## src/rtl/id_ex_stage.sv

```systemverilog
// ID->EX pipeline register with operand forwarding, load-use bubbling, EX backpressure and flush.
// Define ID_FWD_EN to build the EX/MEM forwarding muxes; otherwise RAW hazards stall until writeback.
module id_ex_stage #(
  parameter int XLEN  = 32,
  parameter int REG_W = 5,
  parameter int OP_W  = 6
) (
  input  logic             clk,
  input  logic             rst,
  input  logic             id_valid,
  input  logic [REG_W-1:0] id_rs1,
  input  logic [REG_W-1:0] id_rs2,
  input  logic             id_use_rs1,
  input  logic             id_use_rs2,
  input  logic [XLEN-1:0]  id_src1,
  input  logic [XLEN-1:0]  id_src2,
  input  logic [REG_W-1:0] id_rd,
  input  logic             id_reg_we,
  input  logic             id_is_load,
  input  logic [XLEN-1:0]  id_imm,
  input  logic [OP_W-1:0]  id_op,
  input  logic [XLEN-1:0]  ex_result,
  input  logic             ex_ready,
  input  logic             mem_valid,
  input  logic [REG_W-1:0] mem_rd,
  input  logic             mem_reg_we,
  input  logic [XLEN-1:0]  mem_result,
  input  logic             flush,
  output logic             stall_id,
  output logic             ex_valid,
  output logic [XLEN-1:0]  ex_src1,
  output logic [XLEN-1:0]  ex_src2,
  output logic [REG_W-1:0] ex_rd,
  output logic             ex_reg_we,
  output logic             ex_is_load,
  output logic [XLEN-1:0]  ex_imm,
  output logic [OP_W-1:0]  ex_op
);

  typedef struct packed {
    logic             valid;
    logic [XLEN-1:0]  src1;
    logic [XLEN-1:0]  src2;
    logic [REG_W-1:0] rd;
    logic             reg_we;
    logic             is_load;
    logic [XLEN-1:0]  imm;
    logic [OP_W-1:0]  op;
  } ex_entry_t;

  ex_entry_t        ex_q, ex_d;
  logic             load_use;
  logic             hazard;
  logic [XLEN-1:0]  opnd1, opnd2;

  always_comb begin
    load_use = ex_q.valid & ex_q.is_load & ex_q.reg_we & (ex_q.rd != '0) &
               ((id_use_rs1 & (id_rs1 == ex_q.rd)) | (id_use_rs2 & (id_rs2 == ex_q.rd)));
  end

`ifdef ID_FWD_EN
  // Loads in EX have no data yet, so they are excluded from the EX forwarding path.
  function automatic logic [XLEN-1:0] fwd_operand(
    input logic             use_rs,
    input logic [REG_W-1:0] rs,
    input logic [XLEN-1:0]  rf_data,
    input logic             ex_hit_ok,
    input logic [REG_W-1:0] ex_dst,
    input logic [XLEN-1:0]  ex_data,
    input logic             mem_hit_ok,
    input logic [REG_W-1:0] mem_dst,
    input logic [XLEN-1:0]  mem_data
  );
    if (!use_rs)                      return rf_data;
    if (rs == '0)                     return '0;
    if (ex_hit_ok && ex_dst == rs)    return ex_data;
    if (mem_hit_ok && mem_dst == rs)  return mem_data;
    return rf_data;
  endfunction

  logic ex_fwd_ok, mem_fwd_ok;

  always_comb begin
    ex_fwd_ok  = ex_q.valid & ex_q.reg_we & ~ex_q.is_load;
    mem_fwd_ok = mem_valid & mem_reg_we;
    opnd1  = fwd_operand(id_use_rs1, id_rs1, id_src1, ex_fwd_ok, ex_q.rd, ex_result,
                         mem_fwd_ok, mem_rd, mem_result);
    opnd2  = fwd_operand(id_use_rs2, id_rs2, id_src2, ex_fwd_ok, ex_q.rd, ex_result,
                         mem_fwd_ok, mem_rd, mem_result);
    hazard = load_use;
  end
`else
  logic raw1, raw2;
  logic unused_fwd_data;

  // Without forwarding, any in-flight writer of a used source blocks ID until it retires.
  always_comb begin
    raw1 = id_use_rs1 & (id_rs1 != '0) &
           ((ex_q.valid & ex_q.reg_we & (ex_q.rd == id_rs1)) |
            (mem_valid & mem_reg_we & (mem_rd == id_rs1)));
    raw2 = id_use_rs2 & (id_rs2 != '0) &
           ((ex_q.valid & ex_q.reg_we & (ex_q.rd == id_rs2)) |
            (mem_valid & mem_reg_we & (mem_rd == id_rs2)));
    opnd1  = id_src1;
    opnd2  = id_src2;
    hazard = load_use | raw1 | raw2;
  end

  assign unused_fwd_data = ^{ex_result, mem_result};
`endif

  assign stall_id = ~rst & id_valid & (hazard | ~ex_ready) & ~flush;

  // NOTE: ex_d starts as a copy of ex_q so every path assigns it and no latch is inferred.
  always_comb begin
    ex_d = ex_q;
    if (flush) begin
      ex_d.valid  = 1'b0;
      ex_d.reg_we = 1'b0;
    end else if (ex_ready) begin
      if (hazard) begin
        ex_d.valid  = 1'b0;
        ex_d.reg_we = 1'b0;
      end else begin
        ex_d.valid   = id_valid;
        ex_d.src1    = opnd1;
        ex_d.src2    = opnd2;
        ex_d.rd      = id_rd;
        ex_d.reg_we  = id_valid & id_reg_we;
        ex_d.is_load = id_is_load;
        ex_d.imm     = id_imm;
        ex_d.op      = id_op;
      end
    end
  end

  // NOTE: state updates use non-blocking assignments; reset is synchronous to clk.
  always_ff @(posedge clk) begin
    if (rst) ex_q <= '0;
    else     ex_q <= ex_d;
  end

  assign ex_valid   = ex_q.valid;
  assign ex_src1    = ex_q.src1;
  assign ex_src2    = ex_q.src2;
  assign ex_rd      = ex_q.rd;
  assign ex_reg_we  = ex_q.reg_we;
  assign ex_is_load = ex_q.is_load;
  assign ex_imm     = ex_q.imm;
  assign ex_op      = ex_q.op;

endmodule

```

## config.mk

```make
export PLATFORM = sky130hd
export DESIGN_NAME = id_ex_stage
export DESIGN_NICKNAME = d
export VERILOG_FILES = /design/src/rtl/id_ex_stage.sv
export SDC_FILE = /design/constraint.sdc
export NUM_CORES = 1
export LEC_CHECK = 0
export ABC_AREA = 1
export CORE_MARGIN = 2
export CORE_UTILIZATION = 30
export CTS_CLUSTER_DIAMETER = 120
export DETAILED_ROUTE_END_ITERATION = 8
export HOLD_SLACK_MARGIN = 0.05
export SETUP_SLACK_MARGIN = 0.05
export SYNTH_ARGS = -nofsm -noshare
export SYNTH_HDL_FRONTEND = slang
export SYNTH_SLANG_ARGS = --single-unit
```

## constraint.sdc

```tcl
create_clock -name clk -period 4.5 [get_ports clk]
set_input_delay 0.9 -clock clk [delete_from_list [all_inputs] [get_ports clk]]
set_output_delay 0.9 -clock clk [all_outputs]
set_load 0.03 [all_outputs]
```

==> qor.csv, run 1 <==
metric,value,unit
worstSetupPathType,input port to primary output,
setup_viol,0,
hold_path_startpoint,ex_valid$_SDFFE_PP0P_,
cp.arrival,2.93,ns
clk_latency,0.35,ns
ios,308,
post_cts_buffers,0,
yosysWarnings,0,
grt_pass1_wl,29800,um
synth_area_leaders,"dfxtp_1 36%, inv_1 20%, nand2_1 17%",
fillerInstances,2157,
async_reset_ff_share,0,%
num_vias,6272,
synth_edf_count,0,
whs_path_depth,2,
yosys-top-cells-count,"328 x inv_1, 275 x nand2_1, 126 x nor2_1",
grt-ovfl-total,0,
ctsHtreeMaxLevel,3,
die_w,147,um
dieArea,21600,um2
synthCells,1049,
syn_to_final_growth,46.6,%
power_leakage,4.78,nW
antenna_cells,0,
clock-skew-final,0.0143,ns
netlist.top_cell.by_area,dfxtp_1,
r2r_setup_slack,1.92,ns
cts_sinks,110,
drive_gt1_share,3.74,%
vdd_drop_max,0.151,mV
tightest_slew,1.10,ns
drc,0,
slowest_delay,0.70,ns
required,3.60,ns
numCtsBuffers,9,
rr_endpoint,ex_rd[4]$_SDFFE_PP0P_,
wl,18500,um
holdPathEnd,ex_valid$_SDFFE_PP0P_,
crit_chain,"clkdlybuf4s50_1, inv_1, nand2_1, o21ai_0, nor2_1, nand2_1, nor2_1, nor2_4, a21oi_1, clkdlybuf4s50_1",
fin_crit_sh,85.0,%
design.core.area,20100,um2
max_freq,0.261,GHz
final.setup.tns,0,ns
ys_ff_latch,110,
drt-initial-drc-count,222,
post_drt_wl_per_cell,12.1,um
ff_latch_area,2200,um2
synth_ff_type,dfxtp_1,
crit_fanout,3,
multiInputGateArea,2340,um2
cts_resized,0,
grt_max_degree,100,
antenna_found_initial,0,
drv_cap,0,
antenna_left,0,
p_total,0.00255,W
clkTransAtPathRegs,0.07,ns
syn_area_per_cell,5.83,um2
ff2ff_path_depth,12,
netlist.area_leader.share,36.0,%
drt_pass1_iterations,6,
slew_headroom,26.9,%
grt_pass1_vias,5843,
synth_cell_types,21,
cpMaxStageDelayCell,clkdlybuf4s50_1,
drv_slew,0,
root_buffer,clkbuf_16,
finalNetCount,1449,
clockBufferDepth,2,
yosysMostFrequentCell,inv_1,
via_per_inst,4.11,
io_buffer_count,243,
synth_area,6120,um2
final-hold-violation-count,0,
status,finished clean,
min_path_type,register to register,
ctsHoldBuffers,0,
r2r-start,ex_rd[1]$_SDFFE_PP0P_,
globalRouteTotalUtil,17.1,%
tritoncts,yes,
seq_area_frac_synth,36.0,%
start_util,30.4,%
cp-start-kind,input port,
rows,52,
die_h,147,um
power.density,285,nW/um2
cp-end-kind,primary output,
globalplace.congestion,0.837,
period_minus_slack,3.83,ns
rsz0062_at_grt,false,
synth_fp_nets,1246,
hpwl,11900,um
-- area by class of cell --
type                       count  share of cell area (%)
tap                          270                    3.77
sequential                   110                    24.6
clock buffer                  10                    2.66
multi-input combinational    533                    26.1
inverter                     347                    14.6
timing repair buffer         251                    27.9
clock inverter                 5                   0.474
-- critical path, delay by kind of cell --
family,cells,cell delay [ns]
buf+inv,3,1.29
simple gates,5,0.45
compound gates,2,0.27
-- layer usage --
layer / share of wire, % / vias up / track usage (%) / routed length [um]
li1: - / 3402 / - / -
met1: 46 / 2666 / 21.6 / 8440
met2: 45 / 175 / 27.9 / 8240
met3: 6.8 / 29 / 4.19 / 1260
met4: 2.8 / 0 / 6.80 / 512
met5: 0 / - / 0 / 0
-- power breakdown --
| part | switching [W] | internal [W] | total, W |
|---|---|---|---|
| combinational | 0.000385 | 0.000311 | 0.000695 |
| sequential | 0.0000360 | 0.00104 | 0.00108 |
| clock | 0.000386 | 0.000395 | 0.000780 |
-- metrics by stage --
stage	cells	setup WS (ns)	hold WS [ns]	area, um2	utilization (%)
global route	1526	0.489	0.522	8970	44.6
finish	1526	0.675	0.483	8970	44.6
CTS	1526	0.655	0.484	8970	44.6
floorplan	1049	1.35	0.598	6120	-
detailed placement	1511	0.668	0.474	8690	43.2
global placement	1511	0.660	0.473	8690	43.2
-- registers in the layout, summed over array words and instances, names as in the netlist --
register	count
ex_imm	32
ex_is_load	1
ex_op	6
ex_rd	5
ex_reg_we	1
ex_src1	32
ex_src2	32
ex_valid	1
-- how the worst max path moves through the flow --
stage               from        to  slack, ns  depth (start not counted)
6_report       mem_rd[3]  stall_id       0.67                         10
2_1_floorplan  id_rs2[3]  stall_id       1.35                         10
5_1_grt        id_rs2[1]  stall_id       0.49                         12
4_1_cts        mem_rd[3]  stall_id       0.65                         10
3_3_place_gp   id_rs2[3]  stall_id       0.66                         10
3_5_place_dp   mem_rd[3]  stall_id       0.67                         10
-- logic make-up after synthesis --
kind of cell	count (synthesis)	synth area share [%]
xor+xnor	2	0.286
buf+inv	406	25.9
simple gates	522	37.1
flops	110	36.0
compound gates	9	0.777
-- placed cells by master (no fill, tap or decap), types with 7 or more instances in the layout --
cell type and count:
inv_1 326, nand2_1 275, clkdlybuf4s50_1 243, nor2_1 126, dfxtp_1 110, nand4_1 109, inv_2 19, clkbuf_16 9
nand3_1 8, buf_4 7
Power figures use the tool's default switching activity.
==> run 2, diff against run 1 <==
- ABC_CLOCK_PERIOD_IN_PS: default -> 4500
==> results of run 2 <==
Final layout, timing and power as in run 1 (identical DEF).
==> run 3, diff against run 2 <==
- SLEW_MARGIN: default -> 20
==> results of run 3 <==
Final layout, timing and power as in run 1 (identical DEF).
